===== src/rtl/ttd_pkg.sv =====
// Shared definitions for the TTD temperature path.
//   TTD_DATA_W  : converter code width, shared with the converter top
//   ttd_state_e : sample-filter FSM states
package ttd_pkg;

    localparam int TTD_DATA_W = 9;

    // Prefixed so the state names cannot collide with the SETTLE parameter.
    typedef enum logic [1:0] {
        S_IDLE   = 2'd0,
        S_SETTLE = 2'd1,
        S_ACCUM  = 2'd2
    } ttd_state_e;

endpackage


===== src/rtl/ttd_sample_filter_if.sv =====
// Valid/ready bus carrying averaged converter codes.
//   avg_data  : averaged code
//   avg_valid : avg_data holds an unconsumed average
//   avg_ready : sink accepts avg_data when avg_valid && avg_ready
// master = filter (producer), slave = sink.
interface ttd_sample_filter_if
    import ttd_pkg::*;
#(
    parameter int DATA_W = TTD_DATA_W
);
    logic [DATA_W-1:0] avg_data;
    logic              avg_valid;
    logic              avg_ready;

    modport master (output avg_data, output avg_valid, input  avg_ready);
    modport slave  (input  avg_data, input  avg_valid, output avg_ready);
endinterface


===== src/rtl/ttd_sample_filter_sync_rise_det.sv =====
// Two-flop synchroniser with a one-cycle rising-edge pulse.
//   clk, rst : clock, synchronous active-high reset
//   async_i  : asynchronous input
//   rise_o   : one-cycle pulse on a synchronised 0->1 transition
// Everything resets to 1 so an input that is already high after reset
// does not produce a false edge.
module sync_rise_det (
    input  logic clk,
    input  logic rst,
    input  logic async_i,
    output logic rise_o
);
    logic [1:0] sync_q;
    logic       prev_q;

    always_ff @(posedge clk) begin
        if (rst) begin
            sync_q <= 2'b11;
            prev_q <= 1'b1;
        end else begin
            sync_q <= {sync_q[0], async_i};
            prev_q <= sync_q[1];
        end
    end

    assign rise_o = sync_q[1] & ~prev_q;
endmodule


===== src/rtl/ttd_sample_filter.sv =====
// Sample filter for the time-to-digital temperature converter.
// Detects end of conversion on the capacitor-reset strobe, samples the
// compensated code after a settle delay, boxcar-averages 2**LOG2_AVG
// samples, publishes each average on a valid/ready bus and drives an
// over-temperature alarm with hysteresis.
//   clk, rst      : clock, synchronous active-high reset
//   conv_strobe_i : converter strobe, asynchronous to clk
//   data_in_i     : compensated code, stable after strobe rise
//   alarm_hi_i    : alarm set threshold
//   alarm_lo_i    : alarm clear threshold
//   overrun_clr_i : one-cycle pulse clearing overrun_o
//   avg_if        : averaged-code bus (master)
//   alarm_o       : over-temperature flag
//   overrun_o     : sticky, a completed average was dropped
module ttd_sample_filter
    import ttd_pkg::*;
#(
    parameter int DATA_W   = TTD_DATA_W,
    parameter int LOG2_AVG = 3,
    parameter int SETTLE   = 2
) (
    input  logic              clk,
    input  logic              rst,
    input  logic              conv_strobe_i,
    input  logic [DATA_W-1:0] data_in_i,
    input  logic [DATA_W-1:0] alarm_hi_i,
    input  logic [DATA_W-1:0] alarm_lo_i,
    input  logic              overrun_clr_i,
    ttd_sample_filter_if.master avg_if,
    output logic              alarm_o,
    output logic              overrun_o
);
    localparam int AW = DATA_W + LOG2_AVG;           // sum of a full window fits
    localparam int SW = (SETTLE > 1) ? $clog2(SETTLE) : 1;

    ttd_state_e        state_q, state_d;
    logic [SW-1:0]     settle_q, settle_d;
    logic [AW-1:0]     acc_q, acc_d;
    logic [LOG2_AVG-1:0] cnt_q, cnt_d;
    logic [DATA_W-1:0] avg_data_q, avg_data_d;
    logic              avg_valid_q, avg_valid_d;
    logic              alarm_q, alarm_d;
    logic              overrun_q, overrun_d;

    logic              edge_w;
    logic [AW-1:0]     sum_w;
    logic [DATA_W-1:0] avg_w;
    logic              win_done_w;

    sync_rise_det u_strobe_det (
        .clk     (clk),
        .rst     (rst),
        .async_i (conv_strobe_i),
        .rise_o  (edge_w)
    );

    assign sum_w      = acc_q + AW'(data_in_i);
    assign avg_w      = DATA_W'(sum_w >> LOG2_AVG);
    // The ACCUM whose count increment wraps closes the window.
    assign win_done_w = (state_q == S_ACCUM) && (cnt_q == {LOG2_AVG{1'b1}});

    always_ff @(posedge clk) begin
        if (rst) begin
            state_q     <= S_IDLE;
            settle_q    <= '0;
            acc_q       <= '0;
            cnt_q       <= '0;
            avg_data_q  <= '0;
            avg_valid_q <= 1'b0;
            alarm_q     <= 1'b0;
            overrun_q   <= 1'b0;
        end else begin
            state_q     <= state_d;
            settle_q    <= settle_d;
            acc_q       <= acc_d;
            cnt_q       <= cnt_d;
            avg_data_q  <= avg_data_d;
            avg_valid_q <= avg_valid_d;
            alarm_q     <= alarm_d;
            overrun_q   <= overrun_d;
        end
    end

    always_comb begin
        state_d     = state_q;
        settle_d    = settle_q;
        acc_d       = acc_q;
        cnt_d       = cnt_q;
        avg_data_d  = avg_data_q;
        avg_valid_d = avg_valid_q;
        alarm_d     = alarm_q;
        overrun_d   = overrun_q;

        // Edges outside IDLE are ignored: glitches during settle do not resample.
        unique case (state_q)
            S_IDLE: begin
                if (edge_w) begin
                    state_d  = S_SETTLE;
                    settle_d = SW'(SETTLE - 1);
                end
            end
            S_SETTLE: begin
                if (settle_q == '0) state_d  = S_ACCUM;
                else                settle_d = settle_q - SW'(1);
            end
            S_ACCUM: begin
                cnt_d   = cnt_q + LOG2_AVG'(1);
                acc_d   = win_done_w ? '0 : sum_w;
                state_d = S_IDLE;
            end
            default: state_d = S_IDLE;
        endcase

        if (avg_valid_q && avg_if.avg_ready) avg_valid_d = 1'b0;
        if (overrun_clr_i)                   overrun_d   = 1'b0;

        // Assigned after the clear so a same-cycle drop keeps overrun set.
        if (win_done_w) begin
            if (!avg_valid_q || avg_if.avg_ready) begin
                avg_data_d  = avg_w;
                avg_valid_d = 1'b1;
                if (avg_w >= alarm_hi_i)      alarm_d = 1'b1;
                else if (avg_w <= alarm_lo_i) alarm_d = 1'b0;
            end else begin
                overrun_d = 1'b1;
            end
        end
    end

    assign avg_if.avg_data  = avg_data_q;
    assign avg_if.avg_valid = avg_valid_q;
    assign alarm_o          = alarm_q;
    assign overrun_o        = overrun_q;
endmodule


===== src/flat_wrapper.sv =====
// flat-port wrapper written by rule: the top's interface ports become plain ports
module ttd_sample_filter_flat import ttd_pkg::*;
#(
    parameter int DATA_W   = TTD_DATA_W,
    parameter int LOG2_AVG = 3,
    parameter int SETTLE   = 2
)
  (clk, rst, conv_strobe_i, data_in_i, alarm_hi_i, alarm_lo_i, overrun_clr_i, alarm_o, overrun_o, avg_if_avg_data, avg_if_avg_valid, avg_if_avg_ready);
  ttd_sample_filter_if #(.DATA_W(DATA_W)) avg_if_i ();
  input  logic clk;
  input  logic rst;
  input  logic conv_strobe_i;
  input  logic [DATA_W-1:0] data_in_i;
  input  logic [DATA_W-1:0] alarm_hi_i;
  input  logic [DATA_W-1:0] alarm_lo_i;
  input  logic overrun_clr_i;
  output logic alarm_o;
  output logic overrun_o;
  output wire logic [$bits(avg_if_i.avg_data)-1:0] avg_if_avg_data;
  output wire logic [$bits(avg_if_i.avg_valid)-1:0] avg_if_avg_valid;
  input wire logic [$bits(avg_if_i.avg_ready)-1:0] avg_if_avg_ready;
  assign avg_if_avg_data = avg_if_i.avg_data;
  assign avg_if_avg_valid = avg_if_i.avg_valid;
  assign avg_if_i.avg_ready = avg_if_avg_ready;
  ttd_sample_filter #(.DATA_W(DATA_W), .LOG2_AVG(LOG2_AVG), .SETTLE(SETTLE)) u_core (.clk(clk), .rst(rst), .conv_strobe_i(conv_strobe_i), .data_in_i(data_in_i), .alarm_hi_i(alarm_hi_i), .alarm_lo_i(alarm_lo_i), .overrun_clr_i(overrun_clr_i), .avg_if(avg_if_i), .alarm_o(alarm_o), .overrun_o(overrun_o));
endmodule

===== config.mk =====
export PLATFORM = sky130hd
export DESIGN_NAME = ttd_sample_filter_flat
export DESIGN_NICKNAME = d
export VERILOG_FILES = /design/src/rtl/ttd_pkg.sv /design/src/rtl/ttd_sample_filter_if.sv /design/src/rtl/ttd_sample_filter_sync_rise_det.sv /design/src/rtl/ttd_sample_filter.sv /design/src/flat_wrapper.sv
export SDC_FILE = /design/constraint.sdc
export NUM_CORES = 1
export LEC_CHECK = 0
export CAP_MARGIN = 0
export CORE_MARGIN = 2
export CORE_UTILIZATION = 49
export DETAILED_ROUTE_END_ITERATION = 8
export PLACE_DENSITY = 0.76
export SETUP_SLACK_MARGIN = 0.02
export SLEW_MARGIN = 0
export SYNTH_ARGS = -nofsm -noshare
export SYNTH_HDL_FRONTEND = slang
export SYNTH_HIERARCHICAL = 1
export SYNTH_SLANG_ARGS = --single-unit

===== constraint.sdc =====
create_clock -name clk -period 4.69 [get_ports clk]
set_clock_uncertainty 0.05 [all_clocks]
set_input_delay 1.1725 -clock clk [delete_from_list [all_inputs] [get_ports clk]]
set_output_delay 1.1725 -clock clk [all_outputs]
set_load 0.05 [all_outputs]

==> results of run 1 <==
==> routing by layer <==
metal | up-vias | GRT usage (%) | wire [um]
li1 | 1091 | - | -
met1 | 937 | 28.3 | 2460
met2 | 44 | 34.5 | 2360
met3 | 9 | 4.28 | 209
met4 | 0 | 7.41 | 68
met5 | - | 0 | 0
==> cell families after synthesis <==
family	after synthesis	synth area share, %
mux	1	0.432
simple gates	98	22.2
xor+xnor	4	1.51
buf+inv	41	7.34
flops	33	28.5
compound gates	75	23.4
fa+ha+maj	30	16.5
==> Yosys cell counts (all sizes together) (5+ instances only) <==
| master | number | area (sq um) |
|---|---|---|
| nand2 | 23 | 86.3 |
| nand3 | 10 | 50.1 |
| dfxtp | 33 | 661 |
| a21oi | 26 | 130 |
| buf | 5 | 31.3 |
| ha | 29 | 363 |
| nor2 | 19 | 71.3 |
| a21o | 6 | 45.0 |
| clkbuf | 11 | 45.0 |
| a211oi | 5 | 37.5 |
| o21ai | 7 | 35.0 |
| nor2b | 6 | 37.5 |
| inv | 25 | 93.8 |
| nand3b | 5 | 37.5 |
==> power by group <==
part           total, uW  internal [uW]  switching (uW)
Combinational        108           56.7            51.1
Clock                206            103             104
Sequential           291            285            6.07
==> sequential cells by signal, indices dropped and copies added, names as in the netlist, 2 cells and up <==
name                        count
u_core/acc_q                   12
u_core/cnt_q                    3
u_core/avg_if.avg_data          9
u_core/u_strobe_det/sync_q      2
u_core/state_q                  2
==> area by class of cell <==
| class | instances | area (sq um) | area share (%) |
|---|---|---|---|
| flip-flops and latches | 33 | 661 | 23.4 |
| multi-input cells | 208 | 1490 | 52.5 |
| inverters | 25 | 93.8 | 3.32 |
| well taps | 54 | 67.6 | 2.39 |
| repair buffers | 44 | 438 | 15.5 |
| clock inverters | 2 | 10.0 | 0.354 |
| clock buffers | 6 | 72.6 | 2.57 |
==> final timing paths <==
check	start	endpoint	cells after the start
hold / removal	u_core/u_strobe_det/sync_q[0]	u_core/u_strobe_det/sync_q[1]	1
setup reg to reg	u_core/acc_q[0]	u_core/alarm_o	13
setup / recovery	data_in_i[0]	u_core/alarm_o	14
hold reg to reg	u_core/u_strobe_det/sync_q[0]	u_core/u_strobe_det/sync_q[1]	1
==> layout by cell type (no fill, tap or decap), types with 6 or more instances in the layout <==
cell type	n
sky130_fd_sc_hd__nand2_1	23
sky130_fd_sc_hd__clkdlybuf4s50_1	43
sky130_fd_sc_hd__a21oi_1	26
sky130_fd_sc_hd__ha_1	29
sky130_fd_sc_hd__dfxtp_1	33
sky130_fd_sc_hd__a21o_1	6
sky130_fd_sc_hd__nand3_1	10
sky130_fd_sc_hd__nor2b_1	6
sky130_fd_sc_hd__nor2_1	19
sky130_fd_sc_hd__inv_1	25
==> stage by stage <==
| stage | power, uW | cells | instance area (sq um) |
|---|---|---|---|
| after CTS | 610 | 372 | 2830 |
| after detailed placement | 404 | 364 | 2750 |
| final | 605 | 372 | 2830 |
| after floorplan | 364 | 282 | 2320 |
| after global placement | 402 | 364 | 2750 |
| after global routing | 634 | 372 | 2830 |
==> results by stage, run 1 <==
Run status:
- The run finished with clean final reports.

Clock tree:
- The number of hold buffers added after CTS was 0.
- No sink is reached through more buffers than the 2 on the longest clock path.
- The clock tree from TritonCTS is built.
- The clock-pin slew on the worst setup and hold paths is 0.07 ns.
- The H-tree was split into 2 levels.
- Gates resized during post-CTS repair numbered 0.
- The number of clock buffers added by TritonCTS is 5.
- At the later pin of the worst-skew pair, clock insertion delay measures approximately 0.29 ns.
- The cell sitting at the root of the clock tree is a sky130_fd_sc_hd__clkbuf_8.
- The number of clock sinks is 33.
- The buffers inserted during post-CTS setup optimization is 0.

Global routing:
- Entering global routing, the biggest net connects 28 pins.
- The first-pass GRT wire length is 8910 um.
- The number of antenna violations at the first check in global routing is 0.
- The total grt overflow is 0.
- The via count of the first global-routing pass is about 2,000.
- Across every metal layer, demand over resource in global routing totals 21.3%.

Worst setup path:
- The data arrival time at the worst-slack endpoint is roughly 4.4 ns.
- The setup check on the worst reg-to-reg path leaves a slack of 1.44 ns.
- In this run the worst path has a maximum fanout of 4.
- The largest single stage delay on the critical path is 0.46 ns.
- At the worst endpoint, the required time is 4.80 ns.
- The nature of the critical path endpoint is a register.
- STA classifies the critical path startpoint as a primary input.
- The number of buffers and inverters on the critical path is 2.
- By instance count, the cell type seen most on the critical path is sky130_fd_sc_hd__ha_1.
- The critical path in this run is classified as primary input to register.
- Traced cell by cell, the critical path runs through clkdlybuf4s50_1 -> ha_1 -> inv_1 -> fa_1 -> nor2b_1 -> o2111ai_1 -> a21oi_1 -> nor2_1 -> xnor2_1 -> ha_1 -> nand4_1 -> o32a_1 -> o21ai_0 -> a31oi_1.
- The slowest stage of the critical path belongs to the cell sky130_fd_sc_hd__clkdlybuf4s50_1.
- The family with the most delay on the worst path is compound AO/OA/AOI/OAI gates.

Floorplanning:
- The number of standard-cell rows in the floorplan is 25.
- For this design the top-level I/O count stands at between 40 and 50.
- The effective utilization at floorplan is 50.1%.
- The die is 72.8 um wide.
- The die covers 5290 sq um.
- The die is between 70 and 80 um tall.
- The core region is 4630 sq um.

STA:
- The number of hold violations in the final report is 0.
- Setup repair after global routing left no endpoint under its margin.
- The final-report max-slew violation count is 0.
- Across all hold checks on the routed design, the worst slack comes to 0.360 ns.
- Across all setup checks in the final design, the least slack found is 0.413 ns.
- Setup violations remaining at the end of the flow were counted as 0.
- The total negative setup slack is 0 ns.
- The clock period could shrink to between 4 and 5 ns.
- For this run, the top clock speed supported by timing is 234 MHz.
- The worst slew slack as a fraction of its limit is between 40% and 50%.
- The final clock period utilization by the worst path is 91.2%.
- For the pin with the worst max-slew slack, the measured transition is 0.891 ns.

Synth:
- Yosys printed 6 warnings.
- The number of storage elements in the synthesis netlist is 33.
- The most common flop cell mapped by yosys is sky130_fd_sc_hd__dfxtp_1.
- The number of unique standard cell types used by synthesis is 58.
- The synthesized net count is 344.
- The number of flops mapped to enable cells by yosys is 0.
- The mean instance size in the synthesized netlist is around 8 sq um.
- After synthesis the cells add up to between 2000 and 2500 sq um.
- Summing the sequential cell areas from Yosys gives between 20% and 30% of the chip area.
- The synthesized instance count is roughly 280.
- For this run, asynchronously set or reset flops after synthesis account for 0%.

Finish:
- In the final design database the tool counted 379 nets.
- The number of fillers in the final layout is 425.
- Once layout is complete, the utilization of the core stands at 61.1%.
- 0 antenna diodes ended up in the layout.
- Compared with the post-synthesis result, the final layout area differs by 22.1%.
- The share of layout cells above drive strength 1 is 4.40%.

Routing:
- The total length of routed wires is ~5000 um.
- The count of nets left with antenna violations after detail routing is 0.
- After the first detailed-routing iteration, the DRC count stood at between 150 and 200.
- The per-cell routed wire length is 13.7 um.
- The number of iterations in the first detailed-routing pass is 4.
- The total number of vias is 2,081.
- After detailed routing, the number of remaining DRC violations is 0.
- Dividing the detail-routed via count by the number of cells gives 5.59.

Placement:
- Detailed placement finished with a half-perimeter wire length of 3850 um.
- The worst slack after detailed placement is 0.148 ns.
- The count of input and output buffers is 43.
- At the end of routability-driven placement, the weighted congestion stood at approximately 0.81.

Min path:
- The path class of the tightest hold or removal check is register to register.

Pwr:
- The leakage power is 0.00119 uW.
- The maximum vdd ir drop is around 170 uV.
- In this run the power density over the cells is 214 nW/um^2.

Flow run:
- The number of max-cap violations is 0.
(Power assumes the default switching activity.)
==> run 2: changes to the inputs <==
Settings changed: ABC_AREA set to 1, CTS_CLUSTER_SIZE set to 28, TNS_END_PERCENT set to 50.
==> run 2 against run 1 <==
Effect of this change: utilization rose by 2.5 points; design area rose by 6.2%; maximum frequency is 16% higher; via count rose by 10%; total power rose by 16%; final cell count rose by 27%; routed wire length grew 3.4%; highest routed layer unchanged; die area rose by 2.8%.
==> results by stage, run 2 <==
Synth:
- The most common flop cell mapped by yosys is sky130_fd_sc_hd__dfxtp_1.
- The share of the Yosys chip area taken by registers is 27.7%.
- The synthesized instance count is 360.
- In this run, distinct cell masters in the synthesized netlist total 34.
- The library cell occupying the most area in the post-synthesis netlist is sky130_fd_sc_hd__dfxtp_1.
- Dividing the synthesized area by the synthesized cell count gives 6.62 sq um.
- In this run the biggest area consumer among cell types represents 27.7% of the synthesized area.
- In the post-synthesis netlist, the cell with the most instances is sky130_fd_sc_hd__nand2_1.
- The mapped netlist covers 2380 sq um.
- In the synthesized netlist the async set-or-reset flop fraction comes to 0%.
- The number of storage elements in the synthesis netlist is 33.
- Yosys attributes the largest share of cell area to sky130_fd_sc_hd__dfxtp_1 (28%), sky130_fd_sc_hd__nand2_1 (16%), sky130_fd_sc_hd__ha_1 (15%).
- By count the netlist is led by sky130_fd_sc_hd__nand2_1 (99), sky130_fd_sc_hd__inv_1 (63), sky130_fd_sc_hd__nor2_1 (40), sky130_fd_sc_hd__dfxtp_1 (33), sky130_fd_sc_hd__ha_1 (29).
- Yosys mapped a number of flops with a built-in enable equal to 0.
- The synthesized net count is 422.
- During synthesis, Yosys emitted a total of 6 warnings.

Clock tree:
- The H-tree was split into 2 levels.
- The clock passes through at most 2 buffers.
- Once the clock tree was built, the setup fixing pass inserted 0 buffers.
- The number of hold buffers added after cts is 0.
- The clock drives 33 sinks.
- Gates resized during post-CTS repair numbered 0.
- Counting the buffers created by CTS gives 5.
- The clock tree from TritonCTS is built.
- CTS placed an instance of sky130_fd_sc_hd__clkbuf_8 at the clock tree root.
- Clock latency on the worst-skew pair, taken at its later pin, is around 0.3 ns.
- After clock tree synthesis, the clock-pin slew on the worst setup and hold paths is 0.08 ns.

Worst setup path:
- Traced cell by cell, the critical path runs through clkdlybuf4s50_1 -> ha_1 -> inv_1 -> fa_1 -> inv_1 -> nand3_1 -> nand3_1 -> nand2_1 -> nand2_1 -> xor2_1 -> ha_1 -> nand2_1 -> inv_1 -> nand2_1 -> nand2_1 -> nand2_1 -> nand3_1 -> nand2_1 -> nand2_1 -> nand2_1 -> a21oi_1.
- STA classifies the critical path startpoint as a primary input.
- The critical path class is primary input to register.
- On the critical path, the stage with the largest delay is an instance of sky130_fd_sc_hd__clkdlybuf4s50_1.
- The data arrival time at the worst-slack endpoint is roughly 3.8 ns.
- The nature of the critical path endpoint is a register.
- For this run, the slowest stage of the critical path takes 0.46 ns.
- The required time of the critical path is 4.83 ns.
- The most repeated library cell on the critical path is sky130_fd_sc_hd__nand2_1.
- The largest fanout on the critical path is 4.
- Tracing the worst setup path back leads to its startpoint at data_in_i[0].
- Across all register-to-register paths, the minimum setup slack is 2.00 ns.
- The worst register-to-register path begins at u_core/acc_q[0].

Global routing:
- The number of antenna violations at the first check in global routing is 0.
- The total grt overflow is 0.
- The maximum number of pins on one net before global-route repair is 19.
- The via count of the first global-routing pass came to 2,053.
- Global routing consumed, over all layers together, 20.7% of the routing resources.
- The first-pass GRT wire length is 8540 um.

Placement:
- The count of input and output buffers is 43.
- The congestion estimate from routability-driven global placement came to between 0.8 and 0.9.
- The final HPWL from detailed placement is 4080 um.

STA:
- The final-report max-slew violation count is 0.
- The final clock period utilization by the worst path is 78.9%.
- After layout, the minimum clock period comes to 3.70 ns.
- The number of hold violations in the final report is 0.
- Setup repair after global routing left no endpoint under its margin.
- For this run, the top clock speed supported by timing is 270 MHz.
- Setup violations remaining at the end of the flow were counted as 0.
- For the pin with the worst max-slew slack, the measured transition is 0.881 ns.
- The post-route worst hold slack is 0.365 ns.
- The worst slew slack as a fraction of its limit is 41.0%.
- The total negative setup slack is 0 ns.

Finish:
- The layout overhead on the synthesized area is 26.0%.
- The final net count is 467.
- The register with the most flip-flops in the layout has 12 of them.
- In the layout the commonest cells are sky130_fd_sc_hd__nand2_1 (99), sky130_fd_sc_hd__inv_1 (63), sky130_fd_sc_hd__clkdlybuf4s50_1 (43).
- The most common library cell in the layout ignoring fill and taps is sky130_fd_sc_hd__nand2_1.
- 0 antenna diodes ended up in the layout.
- The register name with the most flops is u_core/acc_q.
- The share of layout cells above drive strength 1 is 6.16%.

Floorplanning:
- For this design the top-level I/O count stands at 44.
- The effective utilization at floorplan is 50.5%.
- The floorplan step defined a die boundary enclosing 5440 sq um.
- The floorplan step set the die height to 73.8 um.
- The region available for standard cell placement spans ~4700 sq um.
- The number of standard-cell rows in the floorplan is 25.
- The width of the chip is 73.8 um.

Routing:
- In the final routed layout, each cell accounts on average for roughly 11 um.
- For this run, the detailed router's first-pass iteration total came to 4.
- The total number of vias is roughly 2,300.
- The count of nets left with antenna violations after detail routing is 0.
- The total length of routed wires is roughly 5300 um.
- The post-detailed-route DRC marker count is 0.
- Dividing the detail-routed via count by the number of cells gives 4.86.
- The starting DRC count in detailed routing is 102.

Min path:
- The path category of the worst min-delay check is register to register.
- The startpoint of the lowest-slack hold path is u_core/u_strobe_det/sync_q[0].

Pwr:
- For this design the ratio of total power to cell area is 233 nW/um^2.
- Across the VDD grid, the largest voltage drop is 146 uV.
- In this run the static leakage power is between 0.0015 and 0.002 uW.

Run status:
- The flow ran to the end, and the final reports show no timing, DRC or antenna violations.

Flow run:
- The tool flagged a number of max-cap violations equal to 0.
==> run 2: layer usage <==
layer | share of wire (%) | global-route usage (%)
met5 | 0 | 0
met3 | 4.7 | 5.35
met4 | 1.0 | 6.46
met1 | 47 | 24.6
met2 | 47 | 36.4
==> run 2: through the flow <==
step | utilization, % | cell area (sq um) | cells | total power (uW) | worst slack [ns]
after global placement | 60.8 | 2870 | 465 | 382 | 0.714
after detailed placement | 60.8 | 2870 | 465 | 384 | 0.673
after CTS | 63.6 | 3010 | 473 | 704 | 0.994
final | 63.6 | 3010 | 473 | 700 | 0.990
after floorplan | - | 2380 | 360 | 344 | 1.38
after global routing | 63.6 | 3010 | 473 | 731 | 0.766
==> run 2: worst paths after layout <==
| check | end | cells after the start |
|---|---|---|
| worst max-delay path | u_core/alarm_o | 21 |
| worst min-delay path | u_core/u_strobe_det/sync_q[1] | 2 |
| worst max register to register | u_core/alarm_o | 20 |
| worst min register to register | u_core/u_strobe_det/sync_q[1] | 2 |
==> run 2: cell families (layout without fill, tap and decap cells) <==
logic type	count (synthesis)	after routing	share of synthesized area (%)
AO/OA/AOI/OAI	43	43	9.86
buffers and inverters	72	118	12.1
AND/OR/NAND/NOR	178	178	32.5
XOR/XNOR	4	4	1.78
flip-flops	33	33	27.7
adder cells (fa/ha/maj)	30	30	16.1
==> run 2: worst max-delay path, delay by kind of cell <==
kind | cells | cell delay [ns]
xor+xnor | 1 | 0.30
fa+ha+maj | 3 | 0.82
buf+inv | 4 | 0.67
simple gates | 12 | 0.82
compound gates | 1 | 0.05
==> run 2: area by class of cell <==
type	instances	area, sq um
clock buffers	5	68.8
clock inverters	3	65.1
fillers	451	1720
inverters	66	253
multi-input cells	255	1440
flip-flops and latches	33	661
well taps	67	83.8
repair buffers	44	438
==> run 2: power breakdown <==
| group | switching [uW] | internal, uW |
|---|---|---|
| registers | 1.28 | 282 |
| clock network | 111 | 211 |
| logic | 47.8 | 46.6 |
| total | 160 | 540 |
